$ cat config.mk
export PLATFORM = sky130hd
export DESIGN_NAME = ram_be_clr
export DESIGN_NICKNAME = d
export VERILOG_FILES = /design/src/rtl/ram_be_clr.sv
export SDC_FILE = /design/constraint.sdc
export NUM_CORES = 1
export LEC_CHECK = 0
export BUFFER_PORTS_ARGS = -buffer_cell sky130_fd_sc_hd__buf_2
export CORE_UTILIZATION = 50
export CTS_CLUSTER_SIZE = 8
export DETAILED_ROUTE_END_ITERATION = 16
export PLACE_DENSITY = 0.74
export REMOVE_ABC_BUFFERS = 1
export SLEW_MARGIN = 20
export SYNTH_ARGS = -nofsm -noshare
export SYNTH_HDL_FRONTEND = slang
export SYNTH_SLANG_ARGS = --single-unit
$ cat constraint.sdc
create_clock -name clk -period 4.1 [get_ports clk]
set_input_delay 0.82 -clock clk [delete_from_list [all_inputs] [get_ports clk]]
set_output_delay 0.82 -clock clk [all_outputs]
set_load 0.01 [all_outputs]
$ cat src/rtl/ram_be_clr.sv
// ram_be_clr: simple dual-port synchronous RAM with per-byte write enables,
// 1- or 2-cycle read pipeline, selectable read-during-write behaviour and a
// built-in clear engine that zero-fills the array after reset or on request.
//
// Ports:
//   clk, rst        rising-edge clock, synchronous active-high reset
//   clr             single-cycle request to zero-fill the array
//   wrEn/wrAddr/wrData/wrBe   write strobe, address, data, byte-lane enables
//   rdEn/rdAddr     read strobe and address
//   rdData/rdValid  read data (held between reads) and one-cycle valid pulse
//   ready           high when user accesses are accepted (not clearing)
module ram_be_clr #(
  parameter int unsigned Width        = 32,
  parameter int unsigned Depth        = 16,
  parameter int unsigned ByteW        = 8,
  parameter int unsigned RdLatency    = 1,
  parameter int unsigned RdMode       = 0,
  parameter int unsigned ClearOnReset = 1,
  localparam int unsigned NB = Width / ByteW,
  localparam int unsigned AW = $clog2(Depth)
) (
  input  logic             clk,
  input  logic             rst,
  input  logic             clr,
  input  logic             wrEn,
  input  logic [AW-1:0]    wrAddr,
  input  logic [Width-1:0] wrData,
  input  logic [NB-1:0]    wrBe,
  input  logic             rdEn,
  input  logic [AW-1:0]    rdAddr,
  output logic [Width-1:0] rdData,
  output logic             rdValid,
  output logic             ready
);

  typedef enum logic {
    ST_CLEAR = 1'b0,
    ST_READY = 1'b1
  } state_e;

  localparam logic [AW:0]   DepthW   = (AW+1)'(Depth);
  localparam logic [AW-1:0] LastAddr = AW'(Depth - 1);
  localparam state_e        RstState = (ClearOnReset != 0) ? ST_CLEAR : ST_READY;

  state_e            state_q, state_d;
  logic [AW-1:0]     clr_addr_q, clr_addr_d;
  logic              ready_q, ready_d;
  logic              s1_valid_q, s1_valid_d;
  logic [Width-1:0]  s1_data_q, s1_data_d;
  logic [Width-1:0]  mem_q [Depth];

  logic              wr_in_range, rd_in_range;
  logic              wr_fire, rd_fire;
  logic              mem_we;
  logic [AW-1:0]     mem_addr;
  logic [Width-1:0]  mem_wdata;
  logic [NB-1:0]     mem_be;
  logic [Width-1:0]  rd_word;

  // User accesses only take effect in READY; out-of-range writes are dropped.
  always_comb begin
    wr_in_range = ({1'b0, wrAddr} < DepthW);
    rd_in_range = ({1'b0, rdAddr} < DepthW);
    wr_fire     = wrEn && (state_q == ST_READY) && wr_in_range;
    rd_fire     = rdEn && (state_q == ST_READY);
  end

  // Next-state logic; the clear engine owns the write port while clearing.
  always_comb begin
    state_d    = state_q;
    clr_addr_d = clr_addr_q;
    mem_we     = 1'b0;
    mem_addr   = wrAddr;
    mem_wdata  = wrData;
    mem_be     = wrBe;
    case (state_q)
      ST_CLEAR: begin
        mem_we     = 1'b1;
        mem_addr   = clr_addr_q;
        mem_wdata  = '0;
        mem_be     = '1;
        clr_addr_d = clr_addr_q + AW'(1);
        if (clr_addr_q == LastAddr) begin
          state_d    = ST_READY;
          clr_addr_d = '0;
        end
      end
      ST_READY: begin
        mem_we = wr_fire;
        if (clr) begin
          state_d    = ST_CLEAR;
          clr_addr_d = '0;
        end
      end
      default: state_d = RstState;
    endcase
    ready_d = (state_d == ST_READY);
  end

  // Read word with optional write-first bypass of the lanes being written.
  always_comb begin
    rd_word = '0;
    if (rd_in_range) rd_word = mem_q[rdAddr];
    if ((RdMode != 0) && wr_fire && (wrAddr == rdAddr)) begin
      for (int unsigned i = 0; i < NB; i++) begin
        if (wrBe[i]) rd_word[i*ByteW +: ByteW] = wrData[i*ByteW +: ByteW];
      end
    end
    s1_valid_d = rd_fire;
    s1_data_d  = rd_fire ? rd_word : s1_data_q;
  end

  // Control and first read stage; rst flushes in-flight reads.
  always_ff @(posedge clk) begin
    if (rst) begin
      state_q    <= RstState;
      clr_addr_q <= '0;
      ready_q    <= 1'b0;
      s1_valid_q <= 1'b0;
      s1_data_q  <= '0;
    end else begin
      state_q    <= state_d;
      clr_addr_q <= clr_addr_d;
      ready_q    <= ready_d;
      s1_valid_q <= s1_valid_d;
      s1_data_q  <= s1_data_d;
    end
  end

  // Storage array; not reset, only zeroed through the clear engine.
  always_ff @(posedge clk) begin
    if (mem_we) begin
      for (int unsigned i = 0; i < NB; i++) begin
        if (mem_be[i]) mem_q[mem_addr][i*ByteW +: ByteW] <= mem_wdata[i*ByteW +: ByteW];
      end
    end
  end

  // Optional second read stage.
  if (RdLatency == 2) begin : g_lat2
    logic             out_valid_q, out_valid_d;
    logic [Width-1:0] out_data_q, out_data_d;

    always_comb begin
      out_valid_d = s1_valid_q;
      out_data_d  = s1_valid_q ? s1_data_q : out_data_q;
    end

    always_ff @(posedge clk) begin
      if (rst) begin
        out_valid_q <= 1'b0;
        out_data_q  <= '0;
      end else begin
        out_valid_q <= out_valid_d;
        out_data_q  <= out_data_d;
      end
    end

    assign rdValid = out_valid_q;
    assign rdData  = out_data_q;
  end else begin : g_lat1
    assign rdValid = s1_valid_q;
    assign rdData  = s1_data_q;
  end

  assign ready = ready_q;

endmodule

**Yosys cells after proc, flatten, opt, wreduce, memory -nomap -nowiden**

Memories as Yosys holds them, arrays and structs flattened. A register that Yosys moved wholly into a read port is not among the register bits.
Cells that the tools add are included.

- Register bits after elaboration: 6
- RAM bits: 512
- Input port bits: 49
- Logic and storage cells: 32
- Output and inout bits: 34
- Memories kept: 1

- Reduce and logical (&&, ||, !) cells: 2
- Add/sub/neg operators: 1
- Eq/ne operators: 2
- Bitwise operators: 1
- Mux-type cells: 22

Memories:

| name | depth | width | rd ports | clocked after Yosys merged registers in | wr ports | RTL line | RTL |
|---|---|---|---|---|---|---|---|
| mem_q | 16 | 32 | 1 | 1 | 1 | 50 | `logic [Width-1:0] mem_q [Depth];` |

Operator list:

| cell | number |
|---|---|
| $mux 32 | 1 |
| $mux 4 | 4 |
| $mux 1 | 14 |
| $pmux 4 s2 | 1 |
| $add 4x1->4 const B | 1 |
| $eq 4x4->1 const B | 1 |
| $pmux 1 s2 | 2 |
| $logic_and 1x1->1 | 2 |
| $ne 2x2->1 const B | 1 |
| $not 1->1 | 1 |

**Longest topological paths before layout**

- Depth after elaboration: 4
- Depth in mapped cells: 8
- Gate-level depth less buffers: 5

**Worst setup path after synthesis**

OpenSTA, ideal clock, no wires.

- Path type: input port to flip-flop
- Start point: input port rdAddr[3]
- End point: register s1_data_q[13], in the netlist rdData[13] (read register of mem_q)
- Stages: 7
- Setup time: 0.119 ns
- Slack: 1.870 ns
- Data arrival time: 2.111 ns
- Required time: 3.981 ns
- Path buffers: 3
- Cell sequence: buf_2 -> buf_2 -> buf_2 -> mux4_2 -> mux2_2 -> a22oi_1 -> nand2_1

RTL lines:

| element | RTL line | RTL |
|---|---|---|
| from (decl) | 30 | `input logic [AW-1:0] rdAddr,` |
| to (decl) | 49 | `logic [Width-1:0] s1_data_q, s1_data_d;` |

==> results.md <==
- Synth cell types: 36
- Max-cap violations: 0
- Final #Nets: between 1000 and 1500
- Placed Instances: between 1500 and 2000
- Synth Area per Inst: approximately 19 sq um
- Worst Tran Pin Value: between 1000 and 1500 ps
- Final period util: roughly two thirds
- Initial Utilization: 51.0%
- CTS tree: built
- WP data required: ~4300 ps
- Fin util: between 50% and 60%
- Largest net degree at the start of global routing: 92
- Clock sink count: 550
- Gr usage total: 21.9%
- Startpoint types: flop
- Final setup TNS: 0 ps
- # port buffers: 82
- Die Y: 209 um
- GPL Wtd Cong: 0.801
- Hold Path Class: flop to flop
- Post-synth ARST share: 0%
- Crit path top cell by count: nand2_1
- Synth-to-layout area growth: 15.8%
- Post-synthesis sequential element count: 550
- Number of global-route vias before repair: around 11000
- Critical Path AT: roughly 3000 ps
- Ant diodes: 0
- Root Buffer: clkbuf_16
- DRT Wirelength: 47100 um
- P_leak: about 8.0 nW
- Clk buf depth: 3
- Unrepaired setup endpoints after global routing: no
- Initial antenna violation count: 0
- Fmax: between 300 and 400 MHz
- Crit Path Class: flop to flop
- Vias/cell: between 5 and 6
- First-pass GRT wire length: ~70000 um
- VDD IR max: approximately 0.00029 V
- Setup bufs post-CTS: 0
- Wire per inst: roughly 26 um
- Top cells by count, synth: edfxtp_1 (512), nor2_1 (71), mux2i_1 (66)
- Setup violations, final: 0
- DP HPWL: around 27000 um
- Die width: about 210 um
- DRC errors left: 0
- Rel. slew slack: ~25%
- Crit Path Max Fanout: 33
- Worst setup EP type: flop
- Slowest-stage cell, CP: nor2_1
- Final Skew: roughly 26 ps
- Mapped cell area: between 0.02 and 0.025 sq mm
- Placed inst area: approximately 0.023 sq mm
- Yosys top cell by area: edfxtp_1
- Ys Warns: 0
- Total power: between 10 and 15 mW
- Share of cells above drive strength 1: 23.3%
- FF-to-FF setup slack: around 1300 ps
- Number of flops mapped to enable cells by yosys: a little over 500
- Seq/Total Area, Yosys: about 75%
- Core ar.: 0.0421 sq mm
- Detail Route Antenna Nets: 0
- Site Rows: 75
- Ranking of synthesized cells by area: edfxtp_1 (72%), mux4_1 (6.1%), mux4_2 (4.7%)
- Post-CTS Resized: 0
- Run status: finished clean
- Total CTS buffers: 78
- CP max stage delay: 890 ps
- Final instance area: ~0.025 sq mm
- Max Slew Vio Count: 0
- Critical path, cell by cell: nand2_1 -> o22ai_1 -> nand2_1 -> nor2_1
- # IOs: 83
- Dominant synthesized flop cell: edfxtp_1
- First-pass DRT Iterations: 6
- Final Hold Vio Count: 0
- Power density cells: between 500 and 600 mW/mm^2
- Final non-filler cell total: between 1500 and 2000
- Clock-pin transition on the worst setup and hold timing paths: 50 ps
- Total global routing overflow: 0
- DR vias: roughly 11000
- DIE AREA: 0.0438 sq mm
- Hold buffers post-CTS: 0
- H-tree depth: 3
- Fin crit period: 2770 ps
- Worst-Skew Late Latency: approximately 580 ps
- Top-area cell type share of the netlist area: 71.6%
- Cells after synthesis: between 1000 and 1500
- Violation count after the first detailed-route iteration: just over 1000
- Count leader, synth: edfxtp_1
metal layers:
layer / vias up / share of wire (%) / wire (um) / global-route usage, %
met5: - / 0 / 0 / 0
met4: 0 / 2.9 / 1380 / 7.91
met3: 93 / 7.6 / 3580 / 4.93
met2: 442 / 49 / 23000 / 35.0
met1: 5685 / 41 / 19100 / 29.6
li1: 4810 / - / - / -
cells in the final DEF (no fill, tap or decap), drive strengths merged, types with 3 or more instances in the layout:
cell type	synthesis	final
edfxtp	512	512
buf	24	134
clkbuf	42	129
mux4	95	95
nor2	71	71
mux2i	66	66
nand2	54	54
dfxtp	38	38
and2	33	33
o21ai	32	32
a221oi	31	31
mux2	31	31
a22oi	31	31
inv	5	10
a21oi	6	6
o32ai	5	5
nand2b	4	4
a21boi	4	4
nor2b	4	4
o22ai	3	3
worst paths after layout:
kind	start	to	cells past startpoint
min reg2reg	rdData[9]	rdData[9]	2
max reg2reg	ready	mem_q[3][4]	4
max	ready	mem_q[3][4]	4
min	rdData[9]	rdData[9]	2
report_power, final:
group / leakage (nW) / switching, mW / internal, mW
Combinational: 2.57 / 0.252 / 0.185
Clock: 1.06 / 2.21 / 3.58
Sequential: 4.35 / 0.0319 / 6.20
Total: 7.98 / 2.50 / 9.96
critical path, delay by kind of cell (launching register included):
| family | cells | cell delay, ps |
|---|---|---|
| and+or+nand+nor | 3 | 1260 |
| DFF | 1 | 710 |
| AOI/OAI and AO/OA | 1 | 410 |
registers in the layout (all words and copies together) (netlist names):
signal and cells:
clr_addr_q 4, mem_q 512, rdData 32, rdValid 1, ready 1
cells by family after synthesis:
group                    count (synthesis)  share of synthesized area (%)
adder cells (fa/ha/maj)                  1                         0.0583
flip-flops                             550                           75.1
buffers and inverters                   71                           1.79
AND/OR/NAND/NOR                        170                           3.53
multiplexers                           192                           15.5
AO/OA/AOI/OAI                          119                           3.94
stage by stage:
stage	worst slack [ps]	hold slack, ps
final	1330	484
after global routing	1150	512
after CTS	1220	487
after detailed placement	995	475
after global placement	1070	466
after floorplan	586	502
cell type report:
cell class              instances  area, sq um
flip-flops and latches        550        16100
inverters                       5         18.8
clock buffers                 128         2170
repair buffers                135          845
well taps                     539          674
fillers                      3005        17300
clock inverters                 5         43.8
multi-input cells             482         4980
(Power assumes the default switching activity.)
